`config.mk`:
```
export PLATFORM = sky130hd
export DESIGN_NAME = gerador_sequencia
export DESIGN_NICKNAME = d
export VERILOG_FILES = /design/src/rtl/gerador_sequencia.sv
export SDC_FILE = /design/constraint.sdc
export NUM_CORES = 1
export LEC_CHECK = 0
export BUFFER_PORTS_ARGS = -buffer_cell sky130_fd_sc_hd__buf_2
export CORE_UTILIZATION = 51
export DETAILED_ROUTE_END_ITERATION = 7
export PLACE_DENSITY_LB_ADDON = 0.08
export SLEW_MARGIN = 20
export SYNTH_ARGS = -nofsm -noshare
export SYNTH_HDL_FRONTEND = slang
export SYNTH_SLANG_ARGS = --single-unit
export TNS_END_PERCENT = 5
```
`constraint.sdc`:
```
create_clock -name clk -period 1.6 [get_ports clk]
set_input_delay 0.24 -clock clk [delete_from_list [all_inputs] [get_ports clk]]
set_output_delay 0.24 -clock clk [all_outputs]
set_load 0.01 [all_outputs]
```
`src/rtl/gerador_sequencia.sv`:
```
// gerador_sequencia: serial pattern transmitter for the consecutive-ones
// detector. Loads a parallel word on start, shifts it out MSB-first with a
// start/busy/done handshake, and tracks the detector's expected output.
module gerador_sequencia #(
    parameter int WIDTH = 8
) (
    input  logic                       clk,
    input  logic                       rst_n,
    input  logic                       start,
    input  logic [WIDTH-1:0]           padrao,
    input  logic [$clog2(WIDTH):0]     tamanho,
    output logic                       x,
    output logic                       valido,
    output logic                       ocupado,
    output logic                       fim,
    output logic                       y_esperado
);

    localparam int CW = $clog2(WIDTH) + 1;
    localparam logic [CW-1:0] WIDTH_C = CW'(WIDTH);
    localparam logic [CW-1:0] ONE_C   = CW'(1);

    typedef enum logic [1:0] {
        IDLE  = 2'd0,
        SHIFT = 2'd1,
        DONE  = 2'd2
    } state_t;

    state_t            state_q, state_d;
    logic [WIDTH-1:0]  shreg_q, shreg_d;
    logic [CW-1:0]     cnt_q,   cnt_d;
    logic [1:0]        run_q,   run_d;

    // Outputs are pure decodes of the registered state: no input reaches an
    // output combinationally, and an asynchronous reset clears them at once.
    assign valido     = (state_q == SHIFT);
    assign x          = valido && shreg_q[WIDTH-1];
    assign ocupado    = (state_q != IDLE);
    assign fim        = (state_q == DONE);
    assign y_esperado = (run_q == 2'd3);

    // Next-state logic for the transmit FSM, shift register and bit counter.
    always_comb begin
        // NOTE: every signal written here gets a default first, so no path
        // leaves it unassigned and no latch is inferred.
        state_d = state_q;
        shreg_d = shreg_q;
        cnt_d   = cnt_q;
        unique case (state_q)
            IDLE: begin
                // A zero length is a no-op request; oversize lengths clamp.
                if (start && (tamanho != '0)) begin
                    shreg_d = padrao;
                    cnt_d   = (tamanho > WIDTH_C) ? WIDTH_C : tamanho;
                    state_d = SHIFT;
                end
            end
            SHIFT: begin
                shreg_d = {shreg_q[WIDTH-2:0], 1'b0};
                cnt_d   = cnt_q - ONE_C;
                if (cnt_q == ONE_C) begin
                    state_d = DONE;
                end
            end
            DONE: begin
                state_d = IDLE;
            end
            default: begin
                state_d = IDLE;
            end
        endcase
    end

    // Saturating count of consecutive transmitted ones; any other cycle
    // (a 0 bit, DONE, IDLE) drives x low and so restarts the run.
    always_comb begin
        run_d = 2'd0;
        if (valido && x) begin
            run_d = (run_q == 2'd3) ? 2'd3 : run_q + 2'd1;
        end
    end

    // State registers with asynchronous active-low reset; an interrupted
    // pattern is discarded, not resumed.
    always_ff @(posedge clk or negedge rst_n) begin
        // NOTE: sequential state uses non-blocking assignments so every
        // register samples the pre-edge values of the others.
        if (!rst_n) begin
            // NOTE: the shift register is reset too (not just the FSM) so no
            // stale pattern bits survive a reset.
            state_q <= IDLE;
            shreg_q <= '0;
            cnt_q   <= '0;
            run_q   <= 2'd0;
        end else begin
            state_q <= state_d;
            shreg_q <= shreg_d;
            cnt_q   <= cnt_d;
            run_q   <= run_d;
        end
    end

endmodule

```
==> flow_summary.json <==
{
  "clk-insertion-delay-late_ps": 290,
  "synthTopCellsByArea": "dfrtp_1, a21oi_1, a31oi_1",
  "overflow": 0,
  "yosysTopAreaCell": "dfrtp_1",
  "drv_cap": 0,
  "htreeDepth": 1,
  "ios": 20,
  "setup_viol": 0,
  "crit_family": "flip-flops",
  "p_leak_nw": 0.496,
  "maxSlewHeadroom_pct": 75.9,
  "finalMaxSlewViolations": 0,
  "ys.flop_type": "dfrtp_1",
  "hold_ws_ps": 174,
  "cp_max_fo": 8,
  "dieArea_mm2": 0.00186,
  "totalWireLength_mm": 1.85,
  "cts_max_path_buffers": 2,
  "core_mm2": 0.00154,
  "num_rows": 14,
  "p_total_mw": 1.86,
  "start_kind": "register",
  "die-height_um": 43.1,
  "clock-sinks": 16,
  "synth-seq-area-share_pct": 46.4,
  "drc_errors": 0,
  "worstSetupPathType": "reg2out",
  "worst_path_max_delay_cell": "dfrtp_2",
  "syn_nets": 113,
  "fmax_mhz": 660,
  "ir_drop_v": 0.000852,
  "cts-root-buf": "clkbuf_4",
  "initial_utilization_pct": 56.0,
  "grt_pass1_wl_mm": 3.11,
  "synthArstFlopShare_pct": 100,
  "period_minus_slack_ps": 1510,
  "synth_edf_count": 0,
  "cts_buffers": 3,
  "crit_chain": "nand2b_1 -> inv_2 -> nand2_1 -> inv_1 -> buf_2",
  "clkTransAtPathRegs_ps": 100,
  "ys_warn_count": 0,
  "dpl.hpwl_mm": 1.30,
  "netlist-cell-type-count": 29,
  "cts_tree": "done",
  "worst_pin_slew_ps": 362,
  "synth-seq-cells": 16,
  "grt_setup_unrepaired": "no",
  "tns_ps": 0,
  "ant_nets": 0,
  "finalHoldViolations": 0,
  "finClkSkew_ps": 0.966,
  "die_w_um": 43.1,
  "fillers": 143,
  "drtIter0Drc": 7,
  "synth_area_um2": 863,
  "drive_gt1_share_pct": 29.5,
  "ff2ff_path_depth": 6,
  "status": "complete, no violations",
  "area_growth_pct": 22.8,
  "nets": 140,
  "grt_pass1_vias": 722,
  "hp-start": "padrao[0]",
  "num_vias": 781,
  "place.gp.congestion": 0.876,
  "r2r_slack_ps": 140,
  "fin_crit_sh_pct": 94.7,
  "hp-class": "in2reg",
  "rr_endpoint": "shreg_q[0]",
  "cp.buffers_inverters": 3,
  "slowest_delay_ps": 410,
  "final_cell_mix": "buf_2, dfrtp_1, a21oi_1",
  "dp_slack_ps": 73.6,
  "antenna_cells": 0,
  "final_util_pct": 68.8,
  "setup_slack_ps": 85.2,
  "powerDensity_mw_per_mm2": 1750,
  "syn_avg_cell_area_um2": 8.99,
  "yosys.area.top_type_share_pct": 46.4,
  "syn_inst": 96,
  "holdPathEnd": "shreg_q[0]",
  "portBuffers": 19,
  "critPathCaptureType": "output pin",
  "required_ps": 1360,
  "wl_per_cell_um": 13.4,
  "antenna_found_initial": 0,
  "cp_data_arrival_time_ps": 1270,
  "hold_path_depth": 2,
  "grt_util_all_layers_pct": 22.6,
  "firstDrtPassIters": 4,
  "final_common_cell": "buf_2",
  "via_per_inst": 5.66,
  "grt_max_degree": 17,
  "r2r_start": "state_q[1]"
}
[state kept, by name (all words and copies together), names as in the netlist]
name     flops
run_q        2
shreg_q      8
state_q      2
cnt_q        4
[Yosys cell counts, types with 2 or more instances]
master and number:
nand2b_1 3, nand2_1 3, a21oi_1 10, a22oi_1 2
nor2b_1 2, nor3b_1 3, nor3_1 3, dfrtp_1 16
and2_1 2, o21ai_0 9, clkbuf_1 3, buf_2 2
inv_1 6, ha_1 2, nor2_1 9, a31oi_1 8
[area by class of cell]
| cell class | count | area, um2 | share of cell area (%) |
|---|---|---|---|
| repair buffers | 28 | 165 | 15.6 |
| clock buffers | 4 | 36.3 | 3.42 |
| well taps | 16 | 20.0 | 1.89 |
| flip-flops and latches | 16 | 403 | 38.0 |
| inverters | 6 | 22.5 | 2.13 |
| multi-input cells | 68 | 413 | 39.0 |
[stage by stage]
step                cell area [um2]  instances
floorplan                       863         96
global placement                995        131
detailed placement              995        131
CTS                            1060        138
global route                   1060        138
finish                         1060        138
[per-layer routing]
metal	share of wire [%]	vias to the layer above	global-route usage, %
met3	2.6	2	2.55
li1	-	397	-
met5	0	-	0
met2	48	15	35.8
met1	48	367	30.5
met4	0.81	0	10.9
[worst max-delay path by stage]
stage / cells after the start / end / from
detailed placement: 4 / cnt_q[2] / tamanho[0]
global placement: 4 / shreg_q[4] / tamanho[0]
finish: 5 / x / state_q[1]
floorplan: 6 / x / state_q[1]
global route: 5 / cnt_q[3] / state_q[1]
CTS: 5 / x / state_q[1]
[what timing repair did]
item	4_1_cts	5_1_grt
gates resized for setup	2	2
buffers inserted	2	0
setup endpoints to repair	2	2
endpoints found under the hold margin	16	0
hold buffers	1	0
[cells by family (layout without fill, tap and decap cells)]
group                      after synthesis  count (layout)  share of synthesized area (%)
buffers and inverters                   12              38                           5.94
adders and majority gates                2               2                           2.90
and+or+nand+nor                         30              30                           19.7
DFF                                     16              16                           46.4
AOI/OAI and AO/OA                       35              35                           23.9
muxes                                    1               1                           1.16
[report_power, final]
group | switching (mW) | internal, mW
clock | 0.139 | 0.139
combinational | 0.444 | 0.400
sequential | 0.139 | 0.599
No activity file was read; power rests on OpenSTA's default activity.
